### src/rtl/tdp_ram_portb_scheduler_if.sv
`default_nettype none
// ============================================================================
// Module  : tdp_ram_portb_scheduler_if
// Brief   : Requester, clear-control and RAM port B bundle of the scheduler.
// Revision: 1.0
// ============================================================================
interface tdp_ram_portb_scheduler_if #(
    parameter int DATA_WIDTH = 32,
    parameter int ADDR_W     = 9
);
    logic                  clear_req;
    logic                  clear_busy;

    logic                  req0_valid;
    logic                  req0_ready;
    logic                  req0_we;
    logic [ADDR_W-1:0]     req0_addr;
    logic [DATA_WIDTH-1:0] req0_wdata;
    logic                  rsp0_valid;
    logic [DATA_WIDTH-1:0] rsp0_rdata;

    logic                  req1_valid;
    logic                  req1_ready;
    logic                  req1_we;
    logic [ADDR_W-1:0]     req1_addr;
    logic [DATA_WIDTH-1:0] req1_wdata;
    logic                  rsp1_valid;
    logic [DATA_WIDTH-1:0] rsp1_rdata;

    logic                  ram_en;
    logic                  ram_we;
    logic [ADDR_W-1:0]     ram_addr;
    logic [DATA_WIDTH-1:0] ram_wdata;
    logic [DATA_WIDTH-1:0] ram_rdata;

    // System side: requesters plus the RAM model.
    modport master (
        output clear_req,
        input  clear_busy,
        output req0_valid, req0_we, req0_addr, req0_wdata,
        input  req0_ready, rsp0_valid, rsp0_rdata,
        output req1_valid, req1_we, req1_addr, req1_wdata,
        input  req1_ready, rsp1_valid, rsp1_rdata,
        input  ram_en, ram_we, ram_addr, ram_wdata,
        output ram_rdata
    );

    // Scheduler side.
    modport slave (
        input  clear_req,
        output clear_busy,
        input  req0_valid, req0_we, req0_addr, req0_wdata,
        output req0_ready, rsp0_valid, rsp0_rdata,
        input  req1_valid, req1_we, req1_addr, req1_wdata,
        output req1_ready, rsp1_valid, rsp1_rdata,
        output ram_en, ram_we, ram_addr, ram_wdata,
        input  ram_rdata
    );
endinterface
`default_nettype wire

### src/rtl/tdp_ram_portb_scheduler.sv
`default_nettype none
// ============================================================================
// Module  : tdp_ram_portb_scheduler
// Brief   : Round-robin port B arbiter for two requesters with full-RAM clear.
// Revision: 1.0
// ============================================================================
module tdp_ram_portb_scheduler #(
    parameter int                    DATA_WIDTH  = 32,
    parameter int                    DEPTH       = 512,
    parameter logic [DATA_WIDTH-1:0] CLEAR_VALUE = '0
) (
    input  wire                         clk,
    input  wire                         rst_n,
    tdp_ram_portb_scheduler_if.slave    bus
);
    localparam int                ADDR_W      = $clog2(DEPTH);
    localparam logic [ADDR_W-1:0] c_LAST_ADDR = ADDR_W'(DEPTH - 1);

    typedef enum logic [1:0] {
        ST_INIT  = 2'd0,
        ST_CLEAR = 2'd1,
        ST_SERVE = 2'd2
    } state_t;

    state_t                r_state;
    state_t                w_state_next;
    logic [ADDR_W-1:0]     r_cnt;
    logic [ADDR_W-1:0]     w_cnt_next;
    logic                  r_last_grant;
    logic                  r_rsp0_valid;
    logic                  r_rsp1_valid;
    logic                  w_grant0;
    logic                  w_grant1;
    logic                  w_clear_busy;
    logic                  w_ram_en;
    logic                  w_ram_we;
    logic [ADDR_W-1:0]     w_ram_addr;
    logic [DATA_WIDTH-1:0] w_ram_wdata;

    always_ff @(posedge clk or negedge rst_n) begin
        if (!rst_n) begin
            r_state      <= ST_INIT;
            r_cnt        <= '0;
            r_last_grant <= 1'b1;
            r_rsp0_valid <= 1'b0;
            r_rsp1_valid <= 1'b0;
        end else begin
            r_state      <= w_state_next;
            r_cnt        <= w_cnt_next;
            if (w_grant0 || w_grant1) begin
                r_last_grant <= w_grant1;
            end
            r_rsp0_valid <= w_grant0 && !bus.req0_we;
            r_rsp1_valid <= w_grant1 && !bus.req1_we;
        end
    end

    always_comb begin
        w_state_next = r_state;
        w_cnt_next   = r_cnt;
        w_grant0     = 1'b0;
        w_grant1     = 1'b0;
        w_clear_busy = 1'b1;
        w_ram_en     = 1'b0;
        w_ram_we     = 1'b0;
        w_ram_addr   = '0;
        w_ram_wdata  = '0;
        case (r_state)
            ST_INIT: begin
                w_state_next = ST_CLEAR;
            end
            ST_CLEAR: begin
                w_ram_en    = 1'b1;
                w_ram_we    = 1'b1;
                w_ram_addr  = r_cnt;
                w_ram_wdata = CLEAR_VALUE;
                if (r_cnt == c_LAST_ADDR) begin
                    w_state_next = ST_SERVE;
                    w_cnt_next   = '0;
                end else begin
                    w_cnt_next   = r_cnt + 1'b1;
                end
            end
            ST_SERVE: begin
                w_clear_busy = 1'b0;
                // On a tie the requester that did not win last time goes first.
                if (bus.req0_valid && bus.req1_valid) begin
                    w_grant0 = r_last_grant;
                    w_grant1 = !r_last_grant;
                end else begin
                    w_grant0 = bus.req0_valid;
                    w_grant1 = bus.req1_valid;
                end
                if (w_grant0) begin
                    w_ram_en    = 1'b1;
                    w_ram_we    = bus.req0_we;
                    w_ram_addr  = bus.req0_addr;
                    w_ram_wdata = bus.req0_wdata;
                end else if (w_grant1) begin
                    w_ram_en    = 1'b1;
                    w_ram_we    = bus.req1_we;
                    w_ram_addr  = bus.req1_addr;
                    w_ram_wdata = bus.req1_wdata;
                end
                if (bus.clear_req) begin
                    w_state_next = ST_CLEAR;
                end
            end
            default: begin
                w_state_next = ST_INIT;
            end
        endcase
    end

    assign bus.clear_busy = w_clear_busy;
    assign bus.req0_ready = w_grant0;
    assign bus.req1_ready = w_grant1;
    assign bus.ram_en     = w_ram_en;
    assign bus.ram_we     = w_ram_we;
    assign bus.ram_addr   = w_ram_addr;
    assign bus.ram_wdata  = w_ram_wdata;
    assign bus.rsp0_valid = r_rsp0_valid;
    assign bus.rsp1_valid = r_rsp1_valid;
    assign bus.rsp0_rdata = r_rsp0_valid ? bus.ram_rdata : '0;
    assign bus.rsp1_rdata = r_rsp1_valid ? bus.ram_rdata : '0;

endmodule
`default_nettype wire
### src/flat_wrapper.sv
// flat-port wrapper written by rule: the top's interface ports become plain ports
module tdp_ram_portb_scheduler_flat 
#(
    parameter int                    DATA_WIDTH  = 32,
    parameter int                    DEPTH       = 512,
    parameter logic [DATA_WIDTH-1:0] CLEAR_VALUE = '0
)
  (clk, rst_n, bus_clear_req, bus_clear_busy, bus_req0_valid, bus_req0_we, bus_req0_addr, bus_req0_wdata, bus_req0_ready, bus_rsp0_valid, bus_rsp0_rdata, bus_req1_valid, bus_req1_we, bus_req1_addr, bus_req1_wdata, bus_req1_ready, bus_rsp1_valid, bus_rsp1_rdata, bus_ram_en, bus_ram_we, bus_ram_addr, bus_ram_wdata, bus_ram_rdata);
  tdp_ram_portb_scheduler_if #(.DATA_WIDTH(DATA_WIDTH)) bus_i ();
  input  wire clk;
  input  wire rst_n;
  input wire logic [$bits(bus_i.clear_req)-1:0] bus_clear_req;
  output wire logic [$bits(bus_i.clear_busy)-1:0] bus_clear_busy;
  input wire logic [$bits(bus_i.req0_valid)-1:0] bus_req0_valid;
  input wire logic [$bits(bus_i.req0_we)-1:0] bus_req0_we;
  input wire logic [$bits(bus_i.req0_addr)-1:0] bus_req0_addr;
  input wire logic [$bits(bus_i.req0_wdata)-1:0] bus_req0_wdata;
  output wire logic [$bits(bus_i.req0_ready)-1:0] bus_req0_ready;
  output wire logic [$bits(bus_i.rsp0_valid)-1:0] bus_rsp0_valid;
  output wire logic [$bits(bus_i.rsp0_rdata)-1:0] bus_rsp0_rdata;
  input wire logic [$bits(bus_i.req1_valid)-1:0] bus_req1_valid;
  input wire logic [$bits(bus_i.req1_we)-1:0] bus_req1_we;
  input wire logic [$bits(bus_i.req1_addr)-1:0] bus_req1_addr;
  input wire logic [$bits(bus_i.req1_wdata)-1:0] bus_req1_wdata;
  output wire logic [$bits(bus_i.req1_ready)-1:0] bus_req1_ready;
  output wire logic [$bits(bus_i.rsp1_valid)-1:0] bus_rsp1_valid;
  output wire logic [$bits(bus_i.rsp1_rdata)-1:0] bus_rsp1_rdata;
  output wire logic [$bits(bus_i.ram_en)-1:0] bus_ram_en;
  output wire logic [$bits(bus_i.ram_we)-1:0] bus_ram_we;
  output wire logic [$bits(bus_i.ram_addr)-1:0] bus_ram_addr;
  output wire logic [$bits(bus_i.ram_wdata)-1:0] bus_ram_wdata;
  input wire logic [$bits(bus_i.ram_rdata)-1:0] bus_ram_rdata;
  assign bus_i.clear_req = bus_clear_req;
  assign bus_clear_busy = bus_i.clear_busy;
  assign bus_i.req0_valid = bus_req0_valid;
  assign bus_i.req0_we = bus_req0_we;
  assign bus_i.req0_addr = bus_req0_addr;
  assign bus_i.req0_wdata = bus_req0_wdata;
  assign bus_req0_ready = bus_i.req0_ready;
  assign bus_rsp0_valid = bus_i.rsp0_valid;
  assign bus_rsp0_rdata = bus_i.rsp0_rdata;
  assign bus_i.req1_valid = bus_req1_valid;
  assign bus_i.req1_we = bus_req1_we;
  assign bus_i.req1_addr = bus_req1_addr;
  assign bus_i.req1_wdata = bus_req1_wdata;
  assign bus_req1_ready = bus_i.req1_ready;
  assign bus_rsp1_valid = bus_i.rsp1_valid;
  assign bus_rsp1_rdata = bus_i.rsp1_rdata;
  assign bus_ram_en = bus_i.ram_en;
  assign bus_ram_we = bus_i.ram_we;
  assign bus_ram_addr = bus_i.ram_addr;
  assign bus_ram_wdata = bus_i.ram_wdata;
  assign bus_i.ram_rdata = bus_ram_rdata;
  tdp_ram_portb_scheduler #(.DATA_WIDTH(DATA_WIDTH), .DEPTH(DEPTH), .CLEAR_VALUE(CLEAR_VALUE)) u_core (.clk(clk), .rst_n(rst_n), .bus(bus_i));
endmodule
### config.mk
export PLATFORM = sky130hd
export DESIGN_NAME = tdp_ram_portb_scheduler_flat
export DESIGN_NICKNAME = d
export VERILOG_FILES = /design/src/rtl/tdp_ram_portb_scheduler_if.sv /design/src/rtl/tdp_ram_portb_scheduler.sv /design/src/flat_wrapper.sv
export SDC_FILE = /design/constraint.sdc
export NUM_CORES = 1
export LEC_CHECK = 0
export BUFFER_PORTS_ARGS = -buffer_cell sky130_fd_sc_hd__buf_2
export CAP_MARGIN = 0
export CORE_AREA = 2 2 91 93
export CTS_CLUSTER_DIAMETER = 100
export DETAILED_ROUTE_END_ITERATION = 16
export DIE_AREA = 0 0 93 95
export PLACE_DENSITY = 0.61
export SLEW_MARGIN = 30
export SYNTH_ARGS = -nofsm -noshare
export SYNTH_HDL_FRONTEND = slang
export SYNTH_SLANG_ARGS = --single-unit
export TNS_END_PERCENT = 50
### constraint.sdc
create_clock -name clk -period 2.55 [get_ports clk]
set_clock_uncertainty 0.2 [all_clocks]
set_input_delay 0.255 -clock clk [delete_from_list [all_inputs] [get_ports clk]]
set_output_delay 0.255 -clock clk [all_outputs]
set_load 0.05 [all_outputs]
==> metrics.md, run 1 <==
| Metric | Value |
|---|---|
| EDFF count, synth | `0` |
| Leading area contributor after synthesis | `and2_1` |
| Slowest stage delay, CP | `0.40 ns` |
| IO Pins | `approximately 230` |
| Leakage | `0.001878 uW` |
| Gate count after technology mapping | `between 200 and 250` |
| Number of global-route vias before repair | `2194` |
| Commonest cells in the netlist | `and2_1, a22o_1, nand3_1, dfrtp_1, nand2_1` |
| Die area | `approximately 8800 um^2` |
| Detailed Place HPWL | `6.931 mm` |
| Power Density | `169.8 nW/um^2` |
| Area Overhead vs Synth | `76.85%` |
| Post-synthesis sequential area ratio | `about a fifth` |
| Die Y-Extent | `roughly 95 um` |
| Worst path arrival time | `2.01 ns` |
| Clk sink count | `14` |
| Largest net degree at the start of global routing | `35` |
| Final worst slack | `0.08772 ns` |
| Slew Limit Fails | `0` |
| Top cells by area, synth | `and2_1, dfrtp_1, a22o_1` |
| Chip width | `~93 um` |
| Layout net count | `586` |
| Initial Utilization | `22.98%` |
| Synth Cell Area | `1822 um^2` |
| Global Route Usage Sum | `16.31%` |
| Diodes inserted | `0` |
| Logic depth of the worst path, buffers included | `7` |
| Worst Path Buf+Inv | `4` |
| Critical Path Source Type | `flop` |
| CP startpoint | `u_core.r_state[0]$_DFFE_PN0P_` |
| Drt via density | `4.708` |
| Clock Root Buffer | `clkbuf_8` |
| Overflow after GRT | `0` |
| Worst Hold Launch | `bus_clear_req` |
| Most frequent cell after synthesis | `and2_1` |
| Rows | `33` |
| Clk_lat worst skew | `0.25 ns` |
| Maximum root-to-sink buffer count | `2` |
| Slowest CP cell | `dfrtp_1` |
| Reg2reg start | `u_core.r_cnt[0]$_DFFE_PN0N_` |
| Hold Path Cell Cnt | `2` |
| Final hold violation count | `0` |
| Final period util | `96.56%` |
| Via count | `between 2000 and 3000` |
| DRT iter0 DRCs | `69` |
| Number of max-cap violations | `0` |
| DRC | `0` |
| Inserted Clock Buffers | `3` |
| Post-DR wirelength/cell | `15.15 um` |
| Yosys Warn Count | `0` |
| WP data required | `about 2.1 ns` |
| Worst reg-to-reg path cell count | `8` |
| Initial antenna violation count | `0` |
| Worst path cell trace | `inv_1 -> ha_1 -> buf_4 -> and2_2 -> clkbuf_16 -> a22o_1 -> clkbuf_4` |
| Slew margin rel. | `between 50% and 60%` |
| Actual slew at the worst max-slew pin | `about 0.67 ns` |
| Syn Area/Cell | `~8.0 um^2` |
| Type of the worst setup path | `reg2out` |
| Top cell type's share of synthesized area | `22.32%` |
| Core ar. | `7928 um^2` |
| Final TNS setup | `0 ns` |
| Clock Pin Slew Worst Setup and Hold Paths | `about 0.06 ns` |
| Synth Flop Type | `dfrtp_1` |
| Outcome | `finished clean` |
| H-tree depth | `1` |
| Synthesized flop and latch total | `14` |
| Setup violators final | `0` |
| CTS tree | `built` |
| Gp weighted congestion | `between 0.8 and 0.9` |
| Min cycle time layout | `2.462 ns` |
| DP Cell Count | `approximately 550` |
| Post-place setup slack | `0.3266 ns` |
| Synthesized Nets | `356` |
| DRT Pass-1 Iters | `4` |
| Worst Hold Class | `in2reg` |
| Largest vdd supply drop | `235.3 uV` |
| Fraction of registers with async set/reset | `between 90% and 100%` |
| Max frequency | `406.1 MHz` |
| Post-synth cell types | `39` |
| First-pass GRT wire length | `11.47 mm` |
| Routed Antenna Nets | `0` |
| Delay-heaviest family, CP | `buffers and inverters` |
| Largest fanout on the critical path | `16` |
| CP Capture Type | `primary output` |
| Fin cells | `562` |
| Share of cells above drive strength 1 | `between 50% and 60%` |
| Routed wire length | `approximately 8.5 mm` |
| Port Buf Inserts | `232` |
state kept, by name (all words and copies together), names as in the netlist:
register,cells
u_core.r_cnt,9
u_core.r_state,2
u_core.bus.rsp0_valid,1
u_core.bus.rsp1_valid,1
u_core.r_last_grant,1
area by class of cell:
type                    instances  area (um^2)
fillers                       857         4706
repair buffers                246         1381
multi-input cells             185         1282
flip-flops and latches         14        351.6
well taps                     105        131.4
clock buffers                   4        45.04
inverters                       8        30.03
stage by stage:
stage | power, uW | hold WS, ns | instance area, um^2 | utilization (%)
6_report | 547.2 | 0.08099 | 3222 | 40.64
5_1_grt | 578.0 | 0.08319 | 3222 | 40.64
4_1_cts | 555.9 | 0.07342 | 3110 | 39.24
3_5_place_dp | 348.6 | -0.01758 | 3035 | 38.29
3_3_place_gp | 346.2 | -0.02712 | 3035 | 38.29
2_1_floorplan | 241.1 | -0.2406 | 1829 | -
cells in the final DEF, fill, tap and decap left out, types with 2 or more instances in the layout:
| master | synthesis | layout |
|---|---|---|
| buf_2 | 4 | 201 |
| and2_1 | 65 | 64 |
| a22o_1 | 32 | 32 |
| clkbuf_4 | 0 | 28 |
| nand3_1 | 14 | 14 |
| dfrtp_1 | 13 | 13 |
| buf_4 | 1 | 12 |
| nand2_1 | 11 | 11 |
| o21ai_1 | 7 | 7 |
| ha_1 | 7 | 7 |
| inv_1 | 6 | 6 |
| a31oi_1 | 6 | 6 |
| a32oi_1 | 6 | 6 |
| o21ai_0 | 6 | 6 |
| a21oi_1 | 4 | 4 |
| nand2b_1 | 3 | 3 |
| nor2b_1 | 3 | 3 |
| clkbuf_8 | 0 | 3 |
| dlygate4sd3_1 | 0 | 3 |
| inv_2 | 2 | 2 |
| and2_4 | 2 | 2 |
| o311ai_1 | 2 | 2 |
| nand4_1 | 2 | 2 |
| o41ai_1 | 2 | 2 |
routing by layer:
layer / up-vias / GRT usage, % / part of all wire (%)
met3: 2 / 5.028 / 9.7
met4: 0 / 1.838 / 0.34
li1: 1286 / - / -
met1: 1225 / 22.94 / 42
met5: - / 0 / 0
met2: 133 / 25.36 / 48
worst paths after layout:
path	endpoint	slack [ns]
hold reg to reg	u_core.r_cnt[7]$_DFFE_PN0N_	0.33
min in group asynchronous	u_core.r_cnt[6]$_DFFE_PN0N_	0.23
setup reg to reg	u_core.r_state[0]$_DFFE_PN0P_	0.40
max in group asynchronous	u_core.r_last_grant$_DFFE_PN1P_	1.62
setup / recovery	bus_ram_wdata[19]	0.09
hold / removal	u_core.r_state[0]$_DFFE_PN0P_	0.08
cell families (layout without fill, tap and decap cells):
group                      Yosys count  after routing  share of synthesized area [%]
adders and majority gates            7              7                          4.807
muxes                                3              3                          1.786
buffers and inverters               29            258                          10.78
DFF                                 14             14                          19.30
and+or+nand+nor                    104            104                          33.52
AOI/OAI and AO/OA                   71             71                          29.81
where the power goes:
part | switching, uW | total (uW) | internal (uW)
registers | 0 | 222 | 222
clock network | 87.4 | 198 | 111
logic | 52.5 | 127 | 74.3
what timing repair did:
item                                    4_1_cts  5_1_grt
hold buffers                                  3        0
endpoints found under the setup margin        0       34
setup buffers                                 0        1
gates resized for setup                       0       35
hold endpoints to repair                     16        0
(Power assumes the default switching activity.)
==> run 2: changes to the inputs <==
--- a/config.mk
+++ b/config.mk
@@ -5,13 +5,14 @@
 export SDC_FILE = /design/constraint.sdc
 export NUM_CORES = 1
 export LEC_CHECK = 0
-export BUFFER_PORTS_ARGS = -buffer_cell sky130_fd_sc_hd__buf_2
+export ABC_AREA = 1
+export BUFFER_PORTS_ARGS = -buffer_cell sky130_fd_sc_hd__buf_4
 export CAP_MARGIN = 0
 export CORE_AREA = 2 2 91 93
 export CTS_CLUSTER_DIAMETER = 100
 export DETAILED_ROUTE_END_ITERATION = 16
 export DIE_AREA = 0 0 93 95
-export PLACE_DENSITY = 0.61
+export PLACE_DENSITY = 0.64
 export SLEW_MARGIN = 30
 export SYNTH_ARGS = -nofsm -noshare
 export SYNTH_HDL_FRONTEND = slang
==> run 2 against run 1 <==
Compared with the run above: count of clock-buffer cells in the layout is the same; final cell count rose by 31%; first-iteration DRC count rose by 61%.
==> metrics.md, run 2 <==
| Metric | Value |
|---|---|
| Area after DPL | `3870 um^2 (+27%)` |
| Chip width | `93 um (unchanged)` |
| Gp weighted congestion | `0.8428 (+0.67%)` |
| Global Route Usage Sum | `18.28% (+2.0 points)` |
| Initial antenna violation count | `0 (unchanged)` |
| Hold Path Cell Cnt | `3 (+1)` |
| Setup bufs post-CTS | `0 (unchanged)` |
| Max reg flops | `9 (unchanged)` |
| Die Y-Extent | `95 um (unchanged)` |
| Power, Total | `2977 uW (+440%)` |
| Most frequent cells in the layout | `buf_4, nand2_1, inv_1, nand3_1, nor2_1` |
| DRT Pass-1 Iters | `6 (+2)` |
| WHS | `0.1412 ns (+0.06022 ns)` |
| Overflow after GRT | `0 (unchanged)` |
| Maximum root-to-sink buffer count | `2 (unchanged)` |
| Actual slew at the worst max-slew pin | `0.3514 ns (-0.3144 ns)` |
| Fraction of registers with async set/reset | `100.0% (unchanged)` |
| Final hold violation count | `0 (unchanged)` |
| Reg2reg start | `u_core.r_cnt[1]$_DFFE_PN0N_` |
| CP Capture Type | `primary output` |
| Max frequency | `425.0 MHz (+4.6%)` |
| Outcome | `finished clean` |
| Detailed Place HPWL | `7.442 mm (+7.4%)` |
| Slew Limit Fails | `0 (unchanged)` |
| Slew margin rel. | `76.49% (+21 points)` |
| Core ar. | `7928 um^2 (unchanged)` |
| Die area | `8835 um^2 (unchanged)` |
| Diodes inserted | `0 (unchanged)` |
| Rows | `33 (unchanged)` |
| Fin cells | `736 (+31%)` |
| RSZ-0062 raised after global routing | `no` |
| Layout net count | `760 (+30%)` |
| Inserted Clock Buffers | `3 (unchanged)` |
| First-pass GRT wire length | `13.21 mm (+15%)` |
| Worst path arrival time | `1.90 ns (-0.11 ns)` |
| Routed wire length | `9.021 mm (+5.9%)` |
| Clk_lat worst skew | `0.25 ns (about the same)` |
| Slowest stage delay, CP | `0.43 ns (+0.03 ns)` |
| Clk sink count | `14 (unchanged)` |
| Commonest non-fill, non-tap cell in the layout | `buf_4` |
| Final period util | `92.28% (-4.3 points)` |
| Worst Hold Class | `in2reg` |
| WP data required | `2.10 ns (about the same)` |
| Leakage | `0.002742 uW (+46%)` |
| Largest vdd supply drop | `452.1 uV (+92%)` |
| Area Overhead vs Synth | `92.50%` |
| Top cell type's share of synthesized area | `33.09% (+11 points)` |
| Leading area contributor after synthesis | `nand2_1` |
| Yosys Warn Count | `0 (unchanged)` |
| Final TNS setup | `0 ns (unchanged)` |
| CTS tree | `built` |
| Largest net degree at the start of global routing | `35 (unchanged)` |
| Delay-heaviest family, CP | `buffers and inverters` |
| Largest fanout on the critical path | `28 (+12)` |
| Via count | `3164 (+20%)` |
| Clock Pin Slew Worst Setup and Hold Paths | `0.06 ns (about the same)` |
| Number of global-route vias before repair | `2734 (+25%)` |
| WHS Endpoint | `u_core.bus.rsp0_valid$_DFF_PN0_` |
| DRC | `0 (unchanged)` |
| Drt via density | `4.299 (-8.7%)` |
| H-tree depth | `1 (unchanged)` |
| Critical Path Source Type | `flop` |
| Top cells by area, synth | `nand2_1, dfrtp_1, inv_1` |
| DRT iter0 DRCs | `111 (+61%)` |
| Port Buf Inserts | `232 (unchanged)` |
| Largest regs | `u_core.r_cnt: 9 flops, u_core.r_state: 2 flops` |
| Post-layout instance area | `3953 um^2 (+23%)` |
| Initial Utilization | `25.90% (+2.9 points)` |
| Type of the worst setup path | `reg2out` |
| Largest Register | `u_core.r_cnt` |
| Power Density | `753.1 nW/um^2 (+340%)` |
| Slowest CP cell | `dfrtp_1` |
| Syn Area/Cell | `5.057 um^2 (-37%)` |
| Clock Root Buffer | `clkbuf_8` |
| Synthesized Nets | `534 (+50%)` |
| Reg2Reg Setup Slack | `0.54 ns (+0.14 ns)` |
| Synth Flop Type | `dfrtp_1` |
| Worst reg-to-reg path cell count | `8 (unchanged)` |
| Post-synth cell types | `25 (-36%)` |
| Synthesized flop and latch total | `14 (unchanged)` |
| Min cycle time layout | `2.353 ns (-0.1092 ns)` |
| Setup violators final | `0 (unchanged)` |
| IO Pins | `233 (unchanged)` |
| Synth Cell Area | `2053 um^2 (+13%)` |
| Share of cells above drive strength 1 | `39.94% (-16 points)` |
| Most frequent cell after synthesis | `nand2_1` |
| Most used cell, CP | `inv_1` |
| Worst path cell trace | `inv_1 -> ha_1 -> buf_6 -> nand4_1 -> nand2_1 -> inv_1 -> a21oi_1 -> buf_4` |
| Commonest cells in the netlist | `nand2_1, inv_1, nand3_1, nor2_1` |
| Worst Hold Launch | `bus_req0_valid` |
| Number of max-cap violations | `0 (unchanged)` |
| Gate count after technology mapping | `406 (+78%)` |
| FF-to-FF End | `u_core.r_state[0]$_DFFE_PN0P_` |
| Post-synthesis sequential area ratio | `17.12% (-2.2 points)` |
| Worst Path Buf+Inv | `4 (unchanged)` |
| DP Cell Count | `729 (+32%)` |
| Routed Antenna Nets | `0 (unchanged)` |
| Post-DR wirelength/cell | `12.26 um (-19%)` |
| EDFF count, synth | `0 (unchanged)` |
[run 2: cell type report]
| type | count | area, um^2 |
|---|---|---|
| repair buffers | 243 | 1839 |
| well taps | 105 | 131.4 |
| multi-input cells | 285 | 1266 |
| flip-flops and latches | 14 | 351.6 |
| inverters | 85 | 319.1 |
| fillers | 841 | 3975 |
| clock buffers | 4 | 45.04 |
[run 2: how the worst max path moves through the flow]
stage	cells past startpoint	slack, ns	from	to
CTS	8	0.1	u_core.r_state[0]$_DFFE_PN0P_	bus_ram_addr[4]
detailed placement	8	0.39	u_core.r_state[0]$_DFFE_PN0P_	bus_ram_addr[4]
global route	8	0.04	u_core.r_state[0]$_DFFE_PN0P_	bus_ram_wdata[28]
floorplan	8	0.19	u_core.r_state[0]$_DFFE_PN0P_	bus_ram_addr[7]
global placement	8	0.41	u_core.r_state[0]$_DFFE_PN0P_	bus_ram_addr[4]
finish	8	0.20	u_core.r_state[0]$_DFFE_PN0P_	bus_ram_addr[7]
[run 2: where the power goes]
group / total (uW) / internal [uW] / switching (uW)
Sequential: 363 / 290 / 72.8
Clock: 199 / 111 / 87.9
Combinational: 2410 / 726 / 1690
[run 2: worst min-delay path, delay by kind of cell]
kind          cells  cell delay (ns)
simple gates      2             0.16
buf+inv           1             0.15
[run 2: timing repair]
action | CTS | global route
resized for setup | 0 | 2
endpoints found under the hold margin | 16 | 0
hold buffers | 3 | 0
endpoints found under the setup margin | 0 | 26
[run 2: kinds of logic after synthesis]
logic type,synth area share (%)
compound gates,6.399
fa+ha+maj,4.265
buf+inv,21.21
flops,17.12
simple gates,51.01
[run 2: layer usage]
| metal | up-vias | global-route usage (%) | routed length (um) |
|---|---|---|---|
| met2 | 149 | 32.00 | 4470 |
| met4 | 0 | 2.206 | 39 |
| li1 | 1651 | - | - |
| met1 | 1361 | 24.48 | 3708 |
| met5 | - | 0 | 0 |
| met3 | 3 | 2.793 | 803 |
[run 2: stage by stage]
stage                     util, %  setup WS, ns
after floorplan                 -        0.1924
after global placement      48.82        0.4070
after detailed placement    48.82        0.3861
after global routing        49.86       0.03896
final                       49.86        0.1970
after CTS                   49.76       0.09501
